<file path="config.mk">
export PLATFORM = sky130hd
export DESIGN_NAME = branch_flush_ctrl
export DESIGN_NICKNAME = d
export VERILOG_FILES = /design/src/rtl/branch_flush_ctrl.sv
export SDC_FILE = /design/constraint.sdc
export NUM_CORES = 1
export LEC_CHECK = 0
export CORE_MARGIN = 2
export CORE_UTILIZATION = 40
export DETAILED_ROUTE_END_ITERATION = 6
export MAX_ROUTING_LAYER = met4
export PLACE_DENSITY = 0.75
export RECOVER_POWER = 50
export SLEW_MARGIN = 10
export SYNTH_ARGS = -nofsm -noshare
export SYNTH_HDL_FRONTEND = slang
export SYNTH_SLANG_ARGS = --single-unit
</file>
<file path="constraint.sdc">
create_clock -name clk -period 2.15 [get_ports clk]
set_clock_uncertainty 0.05 [all_clocks]
set_input_delay 0.43 -clock clk [delete_from_list [all_inputs] [get_ports clk]]
set_output_delay 0.43 -clock clk [all_outputs]
set_load 0.05 [all_outputs]
</file>
<file path="src/rtl/branch_flush_ctrl.sv">
// Control-flow sequencer for an in-order IF/ID/EX pipeline using predict-not-taken.
// Tracks branches and jumps from ID into EX, then issues the PC redirect, the flush window and the perf counters.
module branch_flush_ctrl #(
  parameter int FLUSH_CYCLES = 2,
  parameter int CNT_W        = 16
) (
  input  logic             clk,
  input  logic             rst_n,
  input  logic [31:0]      id_inst,
  input  logic             id_valid,
  input  logic             ex_taken,
  input  logic [31:0]      ex_target,
  input  logic             hold_in,
  output logic             abd_sel,
  output logic             redirect_valid,
  output logic [31:0]      redirect_pc,
  output logic             flush_if,
  output logic             flush_id,
  output logic [CNT_W-1:0] br_cnt,
  output logic [CNT_W-1:0] taken_cnt,
  output logic [CNT_W-1:0] jump_cnt
);

  typedef enum logic [1:0] {RUN, RESOLVE, JUMP, FLUSH} state_t;

  localparam logic [6:0] OP_BRANCH = 7'b1100011;
  localparam logic [6:0] OP_JAL    = 7'b1101111;
  localparam logic [6:0] OP_JALR   = 7'b1100111;
  localparam logic [2:0] FLUSH_LOAD = 3'(FLUSH_CYCLES - 1);

  state_t           state, state_nx;
  logic [2:0]       flush_cnt, flush_cnt_nx;
  logic             redirect_valid_nx, flush_nx;
  logic [31:0]      redirect_pc_nx;
  logic [CNT_W-1:0] br_cnt_nx, taken_cnt_nx, jump_cnt_nx;
  logic             id_branch, id_jump;
  logic             unused_inst_bits;

  // The upper instruction bits carry no control-flow information here.
  assign unused_inst_bits = ^id_inst[31:7];

  assign id_branch = id_valid && (id_inst[6:0] == OP_BRANCH);
  assign id_jump   = id_valid && ((id_inst[6:0] == OP_JAL) || (id_inst[6:0] == OP_JALR));
  assign abd_sel   = (state == RESOLVE);

  always_comb begin
    state_nx          = state;
    flush_cnt_nx      = flush_cnt;
    redirect_valid_nx = redirect_valid;
    redirect_pc_nx    = redirect_pc;
    flush_nx          = flush_if;
    br_cnt_nx         = br_cnt;
    taken_cnt_nx      = taken_cnt;
    jump_cnt_nx       = jump_cnt;
    // A hold freezes everything, including a pending redirect pulse.
    if (!hold_in) begin
      redirect_valid_nx = 1'b0;
      redirect_pc_nx    = '0;
      case (state)
        RUN: begin
          if (id_branch)    state_nx = RESOLVE;
          else if (id_jump) state_nx = JUMP;
        end
        RESOLVE: begin
          br_cnt_nx = br_cnt + CNT_W'(1);
          if (ex_taken) begin
            taken_cnt_nx      = taken_cnt + CNT_W'(1);
            redirect_valid_nx = 1'b1;
            redirect_pc_nx    = ex_target;
            flush_nx          = 1'b1;
            flush_cnt_nx      = FLUSH_LOAD;
            state_nx          = FLUSH;
          end else if (id_branch) begin
            state_nx = RESOLVE;
          end else if (id_jump) begin
            state_nx = JUMP;
          end else begin
            state_nx = RUN;
          end
        end
        JUMP: begin
          jump_cnt_nx       = jump_cnt + CNT_W'(1);
          redirect_valid_nx = 1'b1;
          redirect_pc_nx    = ex_target;
          flush_nx          = 1'b1;
          flush_cnt_nx      = FLUSH_LOAD;
          state_nx          = FLUSH;
        end
        FLUSH: begin
          if (flush_cnt == 3'd0) begin
            flush_nx = 1'b0;
            state_nx = RUN;
          end else begin
            flush_cnt_nx = flush_cnt - 3'd1;
          end
        end
        default: state_nx = RUN;
      endcase
    end
  end

  always_ff @(posedge clk or negedge rst_n) begin
    if (!rst_n) begin
      state          <= RUN;
      flush_cnt      <= '0;
      redirect_valid <= 1'b0;
      redirect_pc    <= '0;
      flush_if       <= 1'b0;
      flush_id       <= 1'b0;
      br_cnt         <= '0;
      taken_cnt      <= '0;
      jump_cnt       <= '0;
    end else begin
      state          <= state_nx;
      flush_cnt      <= flush_cnt_nx;
      redirect_valid <= redirect_valid_nx;
      redirect_pc    <= redirect_pc_nx;
      flush_if       <= flush_nx;
      flush_id       <= flush_nx;
      br_cnt         <= br_cnt_nx;
      taken_cnt      <= taken_cnt_nx;
      jump_cnt       <= jump_cnt_nx;
    end
  end

endmodule

</file>
==> impl_metrics.toml <==
[cts]
clockBufferDepth = 2
cts_sinks = 87
hold_buffers = 0
tritoncts = "done"
clock-root-buffer = "clkbuf_8"
cts_buffers = 9
cts_max_level = 3
worst_setup_hold_path_clk_slew_ns = 0.09
clock_latency_ns = 0.35

[placement]
port_buffers = 127
gp_congestion = 0.757
hpwl_um = 6110

[sta]
finalMaxSlewViolations = 0
timing.fmax_ghz = 0.475
slew_headroom_pct = 24.8
timing.final.crit_share_pct = 98.0
fin_setup_tns_ns = 0
final_hold_viol_count = 0
period_minus_slack_ns = 2.11
rsz0062_at_grt = "false"
setup_viol_count_final = 0
tightest_slew_ns = 1.13

[cells_and_area]
multi_input_area_um2 = 1500
seq_area_um2 = 2180
area_growth_pct = 41.3
nNetsFinal = 520
drive_gt1_share_pct = 8.97
fillers = 796
antenna_cells = 0

[synthesis]
yosys_register_bits = 87
synth-compound-area-share_pct = 10.3
yosysWarnings = 0
synthMuxAreaShare_pct = 1.50
synth-simple-area-share_pct = 14.2
syn_nets = 382
avgSynthCellArea_um2 = 12.4
ys_types = 40
synth_edf_count = 0
syn-instance-count = 303
synth_fa_ha_area_share_pct = 3.33
synth_top_family_by_area = "simple AND/OR/NAND/NOR gates"
synth-main-ff-cell = "dfrtp_1"
ys_seq_area_share_pct = 57.9
syn-cell-area_um2 = 3760
synth-async-reset-ratio_pct = 100
synthXorXnorAreaFrac_pct = 10.5

[worst_setup_path]
crit_chain = "clkdlybuf4s50_1"
critPathKind = "flip-flop to primary output"
startpoint = "taken_cnt[10]$_DFFE_PN0P_"
reg2reg_depth = 7
rr_startpoint = "state[1]$_DFFE_PN0P_"
path_delay_family = "buffers and inverters"
crit_path_start_kind = "flip-flop"
slowest_delay_ns = 0.85
crit_slowest_cell = "clkdlybuf4s50_1"
critPathArrivalTime_ns = 1.63
cp_max_fo = 6
r2r_setup_slack_ns = 0.19
r2r_end = "taken_cnt[8]$_DFFE_PN0P_"
path_depth = 1
cp-end-kind = "primary output"
crit_buf_inv = 1
cp.required_ns = 1.67

[die]
core-area_um2 = 9200
io_pins = 153
fp.dieW_um = 101
row_count = 35
die_h_um = 101
start_util_pct = 40.9
die_area_um2 = 10200

[pwr]
power.net_switching_uw = 2900
clkPwrFrac_pct = 17.3
power.leakage_uw = 0.00236
p_per_area_nw_per_um2 = 1250
comb_power_share_pct = 47.1
swShare_pct = 43.6
peakVddDrop_v = 0.000766
p_total_uw = 6640
p_seq_share_pct = 35.6
p_int_uw = 3750

[global_route]
grt_pass1_vias = 2823
grtUsageTotal_pct = 17.0
gr-total-overflow = 0
grt_first_pass_wirelength_um = 13200
antenna_found_initial = 0
grt_max_degree = 47

[detailed_routing]
ant_nets = 0
routed_via_density = 5.16
first_iter_violations = 60
avgRoutedWirePerCell_um = 14.9
wirelength_um = 8310
drt_pass1_iterations = 4
num_vias = 2872
drcViolationCount = 0

[job]
cap_violations = 0

[outcome]
status = "finished clean"

[worst_hold_path]
hp-class = "input pin to asynchronous set/reset pin"
==> sequential cells by signal (all words and copies together) (netlist names) <==
name / flops
br_cnt: 16
flush_cnt: 3
flush_id: 1
jump_cnt: 16
redirect_pc: 32
redirect_valid: 1
state: 2
taken_cnt: 16
==> power groups by stage <==
stage                     clock network [uW]  registers [uW]  logic (uW)
final                                   1150            2370        3130
after global routing                    1260            2430        3310
after CTS                               1200            2370        3220
after detailed placement                   0            2390        3210
after global placement                     0            2380        3170
after floorplan                            0            3570         869
==> metal layers <==
metal  vias to the layer above  GRT usage [%]  wire length [um]
li1                       1352              -                 -
met1                      1405           21.0              3680
met2                       102           26.8              3950
met3                        13           4.30               518
met4                         0           6.65               161
met5                         -              -                 0
==> cells in the final DEF (no fill, tap or decap), drive strengths merged, types with 5 or more instances in the layout <==
cell type,count
a22o,34
and3,5
buf,8
clkbuf,30
clkdlybuf4s50,110
dfrtp,87
ha,10
inv,9
mux2,5
nand2,22
nand3,13
nand4,11
nor2,14
nor3,5
xnor2,30
xor2,15
==> worst register-to-register path, delay by kind of cell (launching register included) <==
kind	cells	cell delay [ns]
simple gates	3	0.60
flops	1	0.42
fa+ha+maj	1	0.35
buf+inv	2	0.29
xor+xnor	1	0.13
==> worst max path at each step <==
| stage | to |
|---|---|
| finish | taken_cnt[10] |
| global route | jump_cnt[8] |
| CTS | jump_cnt[3] |
| detailed placement | state[1]$_DFFE_PN0P_ |
| global placement | state[1]$_DFFE_PN0P_ |
| floorplan | taken_cnt[12]$_DFFE_PN0P_ |
==> through the flow <==
stage	utilization, %	std cells	hold WS (ns)	area, um^2	worst slack [ns]
after floorplan	-	303	0.0844	3760	0.0555
after global placement	56.8	541	0.406	5220	0.0188
after detailed placement	56.8	541	0.418	5220	0.00752
after CTS	59.0	557	0.0422	5430	0.00375
after global routing	57.7	557	0.320	5310	0.00290
final	57.7	557	0.250	5310	0.0427
==> cell type report <==
type | count | share of cell area, %
Timing Repair Buffer | 137 | 23.7
Clock buffer | 11 | 2.66
Sequential cell | 87 | 41.0
Clock inverter | 5 | 1.23
Multi-Input combinational cell | 198 | 28.2
Inverter | 8 | 0.566
Tap cell | 111 | 2.62
==> cells in the mapped netlist (4+ instances only) <==
library cell  number  area (um^2)
a22o_1            34          298
and3_1             5         31.3
clkbuf_1           4         15.0
dfrtp_1           87         2180
ha_1              10          125
inv_1              8         30.0
mux2_2             5         56.3
nand2_1           22         82.6
nand3_1           13         65.1
nand3b_1           4         30.0
nand4_1           10         62.6
nor2_1            14         52.6
xnor2_1           30          263
xor2_1            15          131
==> cell families (layout without fill, tap and decap cells) <==
| kind of cell | count (synthesis) | in the layout |
|---|---|---|
| AOI/OAI and AO/OA | 48 | 48 |
| xor gates and xnor gates | 45 | 45 |
| adders and majority gates | 10 | 10 |
| buffers and inverters | 18 | 161 |
| DFF | 87 | 87 |
| muxes | 5 | 5 |
| and+or+nand+nor | 90 | 90 |
==> timing repair <==
action                                  in CTS  in global routing
buffers inserted                             0                  0
gates resized for setup                      0                 14
endpoints found under the setup margin       0                 14
Power figures use the tool's default switching activity.
